`config.mk`:
```
export PLATFORM = sky130hd
export DESIGN_NAME = serial_adder_ctrl
export DESIGN_NICKNAME = d
export VERILOG_FILES = /design/src/rtl/serial_adder_ctrl.sv
export SDC_FILE = /design/constraint.sdc
export NUM_CORES = 1
export LEC_CHECK = 0
export ABC_CLOCK_PERIOD_IN_PS = 1400
export BUFFER_PORTS_ARGS = -buffer_cell sky130_fd_sc_hd__buf_2
export CAP_MARGIN = 20
export CORE_AREA = 2 2 66 68
export CTS_CLUSTER_SIZE = 25
export DETAILED_ROUTE_END_ITERATION = 8
export DIE_AREA = 0 0 68 70
export GPL_TIMING_DRIVEN = 0
export PLACE_DENSITY_LB_ADDON = 0.08
export SKIP_CTS_REPAIR_TIMING = 1
export SYNTH_ARGS = -nofsm -noshare
export SYNTH_HDL_FRONTEND = slang
export SYNTH_SLANG_ARGS = --single-unit
```
`constraint.sdc`:
```
create_clock -name clock -period 1.4 [get_ports clock]
set_input_delay 0.21 -clock clock [delete_from_list [all_inputs] [get_ports clock]]
set_output_delay 0.21 -clock clock [all_outputs]
set_load 0.05 [all_outputs]
```
`src/rtl/serial_adder_ctrl.sv`:
```
// Bit-serial adder: captures operands on start, adds one bit per clock, pulses done with the result.
// Optional macro SERIAL_ADDER_SUB_EN adds a sub port that turns the operation into a-b.
module serial_adder_ctrl #(
    parameter int WIDTH = 8
) (
    input  logic             clock,
    input  logic             reset,
    input  logic             start,
    input  logic [WIDTH-1:0] a,
    input  logic [WIDTH-1:0] b,
    input  logic             cin,
`ifdef SERIAL_ADDER_SUB_EN
    input  logic             sub,
`endif
    output logic             busy,
    output logic             done,
    output logic [WIDTH-1:0] sum,
    output logic             cout
);

    localparam int CNT_W = (WIDTH > 1) ? $clog2(WIDTH) : 1;

    typedef enum logic [1:0] {
        IDLE = 2'd0,
        ADD  = 2'd1,
        DONE = 2'd2
    } state_t;

    state_t             state_q, state_d;
    logic [CNT_W-1:0]   cnt_q;
    logic [WIDTH-1:0]   a_q, b_q;
    logic               carry_q;
    logic [WIDTH-2:0]   part_q;
    logic [WIDTH-1:0]   part_next;
    logic               bit_s, bit_c, last;
    logic [WIDTH-1:0]   b_load;
    logic               carry_load;

    function automatic logic fa_sum(input logic x, input logic y, input logic c);
        return x ^ y ^ c;
    endfunction

    function automatic logic fa_carry(input logic x, input logic y, input logic c);
        return (x & y) | (x & c) | (y & c);
    endfunction

    // Subtraction is a + ~b + 1, so only the captured b and the initial carry change.
`ifdef SERIAL_ADDER_SUB_EN
    assign b_load     = sub ? ~b : b;
    assign carry_load = sub ? 1'b1 : cin;
`else
    assign b_load     = b;
    assign carry_load = cin;
`endif

    assign bit_s     = fa_sum(a_q[0], b_q[0], carry_q);
    assign bit_c     = fa_carry(a_q[0], b_q[0], carry_q);
    assign part_next = {bit_s, part_q};
    assign last      = (cnt_q == CNT_W'(WIDTH - 1));

    assign busy = (state_q == ADD);
    assign done = (state_q == DONE);

    always_ff @(posedge clock) begin
        if (reset) begin
            state_q <= IDLE;
        end else begin
            state_q <= state_d;
        end
    end

    always_comb begin
        state_d = state_q;
        unique case (state_q)
            IDLE:    if (start) state_d = ADD;
            ADD:     if (last) state_d = DONE;
            DONE:    state_d = IDLE;
            default: state_d = IDLE;
        endcase
    end

    // Datapath: capture in IDLE, shift one bit per ADD edge, publish result on the last ADD edge.
    always_ff @(posedge clock) begin
        if (reset) begin
            cnt_q   <= '0;
            a_q     <= '0;
            b_q     <= '0;
            carry_q <= 1'b0;
            part_q  <= '0;
            sum     <= '0;
            cout    <= 1'b0;
        end else begin
            unique case (state_q)
                IDLE: begin
                    if (start) begin
                        a_q     <= a;
                        b_q     <= b_load;
                        carry_q <= carry_load;
                        cnt_q   <= '0;
                    end
                end
                ADD: begin
                    a_q     <= a_q >> 1;
                    b_q     <= b_q >> 1;
                    carry_q <= bit_c;
                    part_q  <= part_next[WIDTH-1:1];
                    cnt_q   <= cnt_q + CNT_W'(1);
                    if (last) begin
                        sum  <= part_next;
                        cout <= bit_c;
                    end
                end
                default: ;
            endcase
        end
    end

endmodule

```
# Word-level counts from Yosys, hierarchy flattened
# Cells that the tools add are included.
# W data, S select, Z words.
# op_classes
add_sub_neg	1
reduce_logical	5
multipliers	0
n_lt_le_gt_ge	0
bitwise	7
mux	11
shift	0
div_mod_pow	0
n_eq_ne	5
# ops
operator	count
$pmux W8 S2	2
$mux W8	2
$pmux W3 S2	1
$reduce_and A2 Y1	3
$mux W2	2
$pmux W2 S2	1
$add A3 B1 Y3 const B	1
$and A1 B1 Y1	3
$eq A3 B3 Y1 const B	1
$mux W3	1
$eq A2 B1 Y1 const B	1
$eq A2 B2 Y1 const B	1
$logic_not A2 Y1	1
$ne A2 B1 Y1 const B	1
$ne A2 B2 Y1 const B	1
$or A1 B1 Y1	2
$pmux W1 S2	1
$reduce_bool A2 Y1	1
$xor A1 B1 Y1	2
$mux W1	1
# word_totals
reg_bits	38
latch_bits	0
elab_cells	37
romBits	0
mem_count	0
in_bits	20
mem_bits_rw	0

# Depth between registers and ports, before layout
# depth
depth_word	4
mapped_depth	7
mapped_depth_nobuf	5

# Least setup slack after synthesis
# OpenSTA, ideal clock, no wires.
# synth_timing
path_type	register to output
start	register state_q[0]
end	output port done
t_required_ps	1190
setup_slack_ps	-101
arrival_ps	1291
path_stages_with_launch	4
n_path_buf	2
cell_sequence	dfxtp_1 > buf_2 > buf_4 > nor2b_1
# synth_via
elab_chain_cells	1
# synth_rtl
item	line_no	source
start, declared	29	state_t state_q, state_d;
start signal, assigned	68	state_q <= state_d;
$eq A2 B2 Y1	62	assign done = (state_q == DONE);
end, declared	16	output logic done,
# No other way between the ends.

# Worst setup path in the final report
# Same ends and word-level chain as after synthesis.

==> flow_summary.json <==
{
  "nets": 228,
  "holdPathStages": 3,
  "num_vias": 1289,
  "ys_ff_latch": 38,
  "grt_pass1_wl_um": 5710,
  "slowest_stage": "dfxtp_1",
  "finalWorstSetupSlack_ps": 23.6,
  "path_class": "reg2out",
  "fmax_mhz": 727,
  "final_cells": 258,
  "track_usage": 0.157,
  "cts_tree": "done",
  "clk_pin_slew_worst_paths_ps": 70,
  "syn2layout_area_growth_pct": 24.5,
  "yosysUniqueCellTypes": 25,
  "dr.pass1.iters": 4,
  "die-area_um2": 4760,
  "vias_per_cell": 5.00,
  "synth_cells": 169,
  "hpwl_um": 2350,
  "grt_pass1_vias": 1285,
  "reg2regPathDepth": 5,
  "drive_above_1_share": 0.272,
  "initial_utilization": 0.378,
  "h-tree-depth": 2,
  "die_w_um": 68,
  "cp_top_family": "buffers and inverters",
  "cp-end-kind": "output pin",
  "worstSkewPairLatency_ps": 290,
  "hold_path.class": "in2reg",
  "period_needed_ps": 1380,
  "hold_viol": 0,
  "core_area_um2": 4140,
  "finalPower_w": 0.00219,
  "post_drt_wl_per_cell_um": 13.2,
  "setup_viol": 0,
  "finalCritPeriodShare": 0.983,
  "finalSetupTns_ps": 0,
  "drc_errors": 0,
  "cts_buffers": 5,
  "drv_slew": 0,
  "netlist_area_um2": 1570,
  "grt_start_max_net_pins": 12,
  "crit_cells": 4,
  "critPathBufInv": 3,
  "rows": 24,
  "portBuffers": 29,
  "chipHeight_um": 70,
  "p_leak_nw": 0.821,
  "ant_nets": 0,
  "routed_wl_um": 3410,
  "finalClockSkew_ps": 8.35,
  "cp_max_fo": 10,
  "rsz0062_at_grt": "yes",
  "run_status": "finished clean",
  "cpPeakStageDelay_ps": 300,
  "required_ps": 1190,
  "synth_area_leader_cell": "dfxtp_1",
  "synthTopCellsByArea": "dfxtp_1, mux2i_1, nand2_1, a211oi_1, a21oi_1",
  "cap_violations": 0,
  "ios": 31,
  "cp_cell_sequence": "buf_4 > buf_8 > nor2b_4 > buf_6",
  "antenna_cells": 0,
  "antenna_found_initial": 0,
  "worst_slew_pin_slew_ps": 514,
  "seq_area_frac_synth": 0.485,
  "n_fill_cell": 410,
  "max_slew_margin": 0.657,
  "irDropWorstVdd_mv": 0.532,
  "post-place-cells": 250,
  "grt_overflow_total": 0,
  "final_util": 0.471,
  "synthesis.nets": 192,
  "power_density_nw_per_um2": 1120,
  "crit_arrival_ps": 1170,
  "place_ws_ps": -11.8,
  "critPathLaunchType": "flip-flop",
  "clock_sinks": 38,
  "clockBufferDepth": 2,
  "gp_congestion": 0.751,
  "root_buffer": "clkbuf_8",
  "drtIter0Drc": 61,
  "synth_top_area_share": 0.485,
  "yosysWarnings": 0,
  "synth.avg_cell_area_um2": 9.28
}
-- power breakdown --
| part | total, W | switching (W) | internal (W) | leakage [nW] |
|---|---|---|---|---|
| registers | 0.00116 | 0.0000294 | 0.00113 | 0.312 |
| logic | 0.000271 | 0.000145 | 0.000126 | 0.460 |
| clock network | 0.000757 | 0.000360 | 0.000397 | 0.0482 |
-- per-stage QoR --
stage,hold WS (ps),instance area [µm²]
after floorplan,358,1570
after global placement,442,1780
after detailed placement,450,1780
after CTS,160,1870
after global routing,177,1950
final,174,1950
-- sequential cells by signal (all words and copies together) (netlist names) --
name and count:
state_q 2, a_q 8, cout 1, cnt_q 3, b_q 8, carry_q 1, part_q 7, sum 8
-- cells in the final DEF, fill, tap and decap left out --
cell | Yosys | layout
nor2_1 | 21 | 21
nand2b_4 | 0 | 1
buf_6 | 2 | 2
inv_1 | 1 | 1
mux2i_1 | 16 | 16
dfxtp_2 | 0 | 1
buf_8 | 0 | 1
o21ba_4 | 1 | 1
and3b_1 | 0 | 1
clkinv_8 | 0 | 1
a211oi_2 | 1 | 1
a211oi_1 | 15 | 15
fa_1 | 1 | 1
dfxtp_1 | 38 | 36
ha_4 | 0 | 1
clkbuf_1 | 2 | 3
o21bai_2 | 1 | 1
dfxtp_4 | 0 | 1
a21oi_1 | 16 | 16
buf_1 | 1 | 1
buf_12 | 0 | 1
buf_2 | 4 | 29
clkinv_2 | 0 | 1
nor2b_4 | 0 | 1
nand2_1 | 32 | 32
nand3b_4 | 0 | 1
nor3b_1 | 1 | 1
a22oi_1 | 4 | 4
ha_1 | 2 | 1
buf_4 | 4 | 5
clkbuf_8 | 0 | 6
and3b_2 | 1 | 1
nor3_1 | 1 | 1
-- synth_stat cells --
master / count
a21oi_1: 16
buf_1: 1
and3b_2: 1
nand2b_1: 1
buf_6: 2
nand3b_2: 1
nand2_1: 32
fa_1: 1
inv_1: 1
a211oi_1: 15
ha_1: 2
nor2b_1: 1
buf_2: 4
a211oi_2: 1
a22oi_1: 4
buf_4: 4
nor3_1: 1
o21ba_4: 1
inv_4: 1
dfxtp_1: 38
mux2i_1: 16
o21bai_2: 1
nor3b_1: 1
clkbuf_1: 2
nor2_1: 21
-- final timing paths --
path | from | endpoint | slack, ps
worst max-delay path | state_q[0] | done | 20
worst min-delay path | a[7] | a_q[7] | 170
worst max register to register | cnt_q[0] | sum[4] | 130
worst min register to register | cnt_q[0] | cnt_q[0] | 450
-- cell type report --
class | count | area, µm² | area share
buffer | 11 | 77.6 | 0.0397
clock buffer | 7 | 86.3 | 0.0442
clock inverter | 1 | 5.00 | 0.00256
inverter | 2 | 20.0 | 0.0103
multi-input combinational | 117 | 758 | 0.388
sequential | 38 | 766 | 0.392
tap | 52 | 65.1 | 0.0333
timing repair buffer | 30 | 174 | 0.0891
-- kinds of logic after synthesis --
kind of cell    after synthesis  share of synthesized area
flops                        38                      0.485
buf+inv                      15                     0.0599
compound gates               38                      0.168
mux                          16                      0.102
fa+ha+maj                     3                     0.0287
simple gates                 59                      0.156
-- routing by layer --
metal | global-route usage | routed length, µm | part of all wire
met3 | 0.0483 | 148 | 0.043
met2 | 0.269 | 1710 | 0.50
met4 | 0.0467 | 48 | 0.014
met1 | 0.183 | 1500 | 0.44
met5 | 0 | 0 | 0
-- worst min-delay path: cells and delay by family --
kind                   cells  cell delay, ps
AOI/OAI and AO/OA          1              60
buffers and inverters      1              70
and+or+nand+nor            1              80
Note: power is estimated with default switching activity, not from simulation.
